==> config.mk <==
export PLATFORM = sky130hd
export DESIGN_NAME = blinker_array
export DESIGN_NICKNAME = d
export VERILOG_FILES = /design/src/rtl/blinker_array_pkg.sv /design/src/rtl/blinker_array_ch.sv /design/src/rtl/blinker_array.sv
export SDC_FILE = /design/constraint.sdc
export NUM_CORES = 1
export LEC_CHECK = 0
export ABC_AREA = 1
export BUFFER_PORTS_ARGS = -buffer_cell sky130_fd_sc_hd__buf_2
export CAP_MARGIN = 20
export CORE_UTILIZATION = 58
export CTS_BUF_LIST = sky130_fd_sc_hd__clkbuf_4 sky130_fd_sc_hd__clkbuf_8 sky130_fd_sc_hd__clkbuf_16
export CTS_CLUSTER_DIAMETER = 30
export DETAILED_ROUTE_END_ITERATION = 8
export GPL_TIMING_DRIVEN = 0
export PLACE_DENSITY_LB_ADDON = 0.2
export RECOVER_POWER = 50
export SLEW_MARGIN = 0
export SYNTH_ARGS = -nofsm -noshare
export SYNTH_HDL_FRONTEND = slang
export SYNTH_HIERARCHICAL = 1
export SYNTH_SLANG_ARGS = --single-unit
==> constraint.sdc <==
create_clock -name clk -period 1.9 [get_ports clk]
set_clock_uncertainty 0.2 [all_clocks]
set_input_delay 0.38 -clock clk [delete_from_list [all_inputs] [get_ports clk]]
set_output_delay 0.38 -clock clk [all_outputs]
set_load 0.02 [all_outputs]
==> src/rtl/blinker_array_pkg.sv <==
// Shared definitions for the multi-channel LED blinker: LED pair type,
// PWM counter width and the 2-bit LED up-count step.
package blinker_array_pkg;

  localparam int LED_PER_CH = 2;
  localparam int PWM_W      = 4;

  typedef logic [LED_PER_CH-1:0] led_pair_t;

  // Bit 0 toggles every step; bit 1 toggles when bit 0 was set (binary up-count).
  function automatic led_pair_t led_step(input led_pair_t s);
    return {s[1] ^ s[0], ~s[0]};
  endfunction

endpackage

==> src/rtl/blinker_array_ch.sv <==
// One blinker channel: tick counter compared against a live divide value,
// stepping a 2-bit LED counter each time the count reaches the divide.
module blinker_array_ch
  import blinker_array_pkg::*;
#(
  parameter int DIV_W = 8
) (
  input  logic             clk,
  input  logic             rst,
  input  logic             en,
  input  logic             tick,
  input  logic [DIV_W-1:0] div_i,
  output led_pair_t        led_state
);

  logic [DIV_W-1:0] cnt;

  // >= rather than == so a divide lowered below the running count wraps on
  // the next tick instead of running the counter all the way round.
  always_ff @(posedge clk) begin
    if (rst) begin
      cnt       <= '0;
      led_state <= '0;
    end else if (en && tick) begin
      if (cnt >= div_i) begin
        cnt       <= '0;
        led_state <= led_step(led_state);
      end else begin
        cnt <= cnt + DIV_W'(1);
      end
    end
  end

endmodule

==> src/rtl/blinker_array.sv <==
// Multi-channel LED blinker: shared prescaler feeding N_CH divide channels.
// Optional PWM dimming of the LED outputs when BLINKER_ARRAY_PWM_EN is defined.
module blinker_array
  import blinker_array_pkg::*;
#(
  parameter int N_CH       = 6,
  parameter int DIV_W      = 8,
  parameter int PRESCALE   = 1,
  parameter int PRESCALE_W = 16
) (
  input  logic                         clk,
  input  logic                         rst,
  input  logic                         en,
  input  logic [N_CH*DIV_W-1:0]        div,
`ifdef BLINKER_ARRAY_PWM_EN
  input  logic [PWM_W-1:0]             duty,
`endif
  output logic                         tick,
  output logic [LED_PER_CH*N_CH-1:0]   led
);

  localparam logic [PRESCALE_W-1:0] PRE_LAST = PRESCALE_W'(PRESCALE - 1);

  logic [PRESCALE_W-1:0]       pre_cnt;
  logic [LED_PER_CH*N_CH-1:0]  led_state;

  // With PRESCALE=1 PRE_LAST is 0, so every enabled cycle is a wrap.
  always_ff @(posedge clk) begin
    if (rst) begin
      pre_cnt <= '0;
      tick    <= 1'b0;
    end else if (!en) begin
      tick <= 1'b0;
    end else if (pre_cnt == PRE_LAST) begin
      pre_cnt <= '0;
      tick    <= 1'b1;
    end else begin
      pre_cnt <= pre_cnt + PRESCALE_W'(1);
      tick    <= 1'b0;
    end
  end

  for (genvar i = 0; i < N_CH; i++) begin : g_ch
    blinker_array_ch #(
      .DIV_W (DIV_W)
    ) u_ch (
      .clk       (clk),
      .rst       (rst),
      .en        (en),
      .tick      (tick),
      .div_i     (div[i*DIV_W +: DIV_W]),
      .led_state (led_state[i*LED_PER_CH +: LED_PER_CH])
    );
  end

`ifdef BLINKER_ARRAY_PWM_EN
  logic [PWM_W-1:0] pwm_cnt;

  // PWM counter runs independently of en so a frozen pattern stays dimmed.
  always_ff @(posedge clk) begin
    if (rst) begin
      pwm_cnt <= '0;
      led     <= '0;
    end else begin
      pwm_cnt <= pwm_cnt + PWM_W'(1);
      led     <= led_state & {(LED_PER_CH*N_CH){pwm_cnt < duty}};
    end
  end
`else
  assign led = led_state;
`endif

endmodule

==> impl_metrics.py <==
metrics = {
    "status": {
        "status": "finished, final reports clean",
    },
    "pwr": {
        "power_mw": 3.46,
        "ir_drop_uv": 288,
        "p_leak_nw": 3.03,
        "p_per_area_nw_per_um2": 600,
    },
    "floorplanning": {
        "initial_core_util_pct": 61.1,
        "die_w_microns": 96.0,
        "pin_count": 64,
        "rows": 33,
        "die_h_microns": 96.0,
        "die_area_sq_um": 9210,
        "core_area_sq_um": 8380,
    },
    "logic_synthesis": {
        "syn_area_per_cell_sq_um": 7.25,
        "ys_ff_latch": 77,
        "syn-num-nets": 814,
        "syn_inst": 707,
        "yosysSeqAreaShare_pct": 30.1,
        "synthesis.area_sq_um": 5120,
        "yosysUniqueCellTypes": 28,
        "yosysWarningCount": 6,
    },
    "timing": {
        "max_slew_margin_pct": 72.4,
        "drv_slew": 0,
        "setup_violations": 0,
        "finalSetupTns_ns": 0,
        "worst_pin_slew_ns": 0.414,
        "rsz0062_at_grt": "false",
        "hold_viol_final": 0,
        "period_minus_slack_ns": 1.78,
        "hold_slack_ns": 0.196,
        "setup_ws_ns": 0.123,
        "fin_crit_sh_pct": 93.5,
        "fmax_mhz": 563,
    },
    "worst_setup_path": {
        "slowest_stage": "dfxtp_2",
        "crit_path_start_kind": "register",
        "r2r_setup_slack_ns": 0.17,
        "arrival_ns": 1.20,
        "critPathRequiredTime_ns": 1.32,
        "crit_path_end_kind": "primary output",
        "critPathTopFamily": "flip-flops",
        "path_max_fanout": 7,
        "slowest_delay_ns": 0.55,
        "crit_buf_inv": 1,
        "crit_chain": "clkbuf_1",
        "path_class": "reg2out",
    },
    "grt": {
        "grt_max_degree": 13,
        "grt_pass1_wl_microns": 15800,
        "track_usage_pct": 21.7,
        "grt_pass1_vias": 3962,
        "antenna_found_initial": 0,
        "overflow": 0,
    },
    "cells_and_area": {
        "syn2layout_area_growth_pct": 12.8,
        "antenna-diode-count": 0,
        "drive_above_1_share_pct": 17.3,
        "fin_nets": 888,
        "fillers": 731,
        "layout.cells.non_filler": 890,
    },
    "placed_design": {
        "dp_hpwl_microns": 7350,
        "pre_cts_ws_ns": -0.0898,
        "port_buffers": 63,
        "place_congestion": 0.806,
        "dp_cells": 875,
    },
    "drt": {
        "viasPerCell": 4.87,
        "wl_per_cell_microns": 10.5,
        "first_iter_violations": 104,
        "drtAntennaViolNets": 0,
        "drc": 0,
        "dr_total_vias": 4331,
        "drt_pass1_iterations": 4,
        "drt_wl_total_microns": 9360,
    },
    "clock_tree": {
        "htree_num_levels": 3,
        "cts_buffer_depth": 2,
        "cts_tree": "built",
        "clk_pin_slew_ns": 0.07,
        "ctsRootBufferMaster": "clkbuf_8",
        "clock_latency_ns": 0.34,
        "cts_hold_buf": 0,
        "clock_sinks": 77,
        "cts_made_buffers": 9,
    },
    "min_path": {
        "hp-class": "in2reg",
    },
    "run": {
        "drv_cap": 0,
    },
}
final timing paths:
check | depth (start not counted) | end | from
max | 1 | tick | tick
max reg2reg | 10 | g_ch[5].u_ch/cnt[4] | g_ch[5].u_ch/cnt[3]
min reg2reg | 2 | g_ch[4].u_ch/led_state[0] | g_ch[4].u_ch/led_state[0]
min | 2 | pre_cnt[3] | rst
cell families after synthesis:
kind of cell / after synthesis / share of synthesized area [%]
AO/OA/AOI/OAI: 38 / 4.25
XOR/XNOR: 38 / 6.50
adder cells (fa/ha/maj): 56 / 13.7
buffers and inverters: 133 / 9.77
flip-flops: 77 / 30.1
multiplexers: 6 / 1.17
AND/OR/NAND/NOR: 359 / 34.5
cell usage after synthesis:
cell	count	area (sq um)
nand2_1	138	518
inv_1	123	462
nor2_1	116	435
dfxtp_1	77	1540
ha_1	56	701
xor2_1	37	324
a21oi_1	29	145
nand3_1	23	115
nor2_2	16	100
nand4_1	15	93.8
nand2_4	12	135
inv_2	9	33.8
nand2_2	8	50.1
nor2_4	7	78.8
a21o_1	6	45.0
mux2i_1	6	60.1
nand3_2	6	60.1
nand4_2	6	75.1
nor3_2	6	60.1
nor3_1	3	15.0
a21oi_4	1	16.3
a31oi_1	1	6.26
and2_1	1	6.26
and3_1	1	6.26
buf_2	1	5.00
nor2_8	1	20.0
o21ai_0	1	5.00
xnor2_1	1	8.76
cell usage in the layout, fill, tap and decap left out:
master	count
nor3_2	6
nand2_1	141
clkbuf_8	11
inv_2	8
nor3_1	3
clkbuf_2	1
and3_1	1
a21o_1	6
clkbuf_1	13
nand3_1	23
nor2_1	115
and2_1	1
nor2_4	7
o21ai_0	1
nand2_4	10
clkinv_2	1
nand4_2	6
a31oi_1	1
a21oi_1	29
dfxtp_2	1
dfxtp_1	76
nand4_1	15
inv_1	124
xor2_1	37
nand3_2	6
mux2i_1	6
ha_1	56
nor2_2	17
xnor2_1	1
buf_2	50
bufinv_16	3
a21oi_2	1
nand2_2	7
nor2_8	1
registers in the layout, summed over array words and instances (netlist names):
name	count
g_ch.u_ch/cnt	48
g_ch.u_ch/led_state	12
pre_cnt	16
tick	1
through the flow:
step	area, sq um	utilization, %
after floorplan	5120	-
after global placement	5570	66.4
after detailed placement	5570	66.4
after CTS	5820	69.4
after global routing	5780	68.9
final	5780	68.9
routing by layer:
metal	global-route usage [%]	share of wire, %	wire length [microns]	up-vias
met5	0	0	0	-
met4	7.59	1.3	125	0
met3	3.71	2.4	227	13
met2	40.2	49	4580	54
met1	25.0	47	4430	1929
li1	-	-	-	2335
worst reg2reg max path, cell delays in order, from the launching register on:
cell	delay, ns
dfxtp_1	0.45
ha_1	0.29
nand2_1	0.07
inv_1	0.05
nand2_1	0.06
nand2_1	0.04
nand2_1	0.07
nand3_2	0.11
nand2_1	0.10
nand2_2	0.12
nor2_1	0.11
timing repair:
action | CTS | global route
gates resized for setup | 1 | 1
hold endpoints to repair | 0 | 0
setup endpoints to repair | 2 | 4
buffers inserted | 0 | 0
power breakdown:
group          leakage [nW]  internal (mW)  switching, mW
sequential            0.621           1.63         0.0215
combinational          2.28          0.120          0.181
clock                 0.125          0.935          0.579
layout make-up:
cell class / count / area [sq um] / area share, %
multi-input cells: 497 / 3060 / 52.9
flip-flops and latches: 77 / 1540 / 26.7
inverters: 132 / 495 / 8.58
repair buffers: 63 / 299 / 5.18
clock buffers: 11 / 151 / 2.62
well taps: 105 / 131 / 2.27
clock inverters: 4 / 95.1 / 1.65
plain buffers: 1 / 5.00 / 0.0866
No activity file was read; power rests on OpenSTA's default activity.
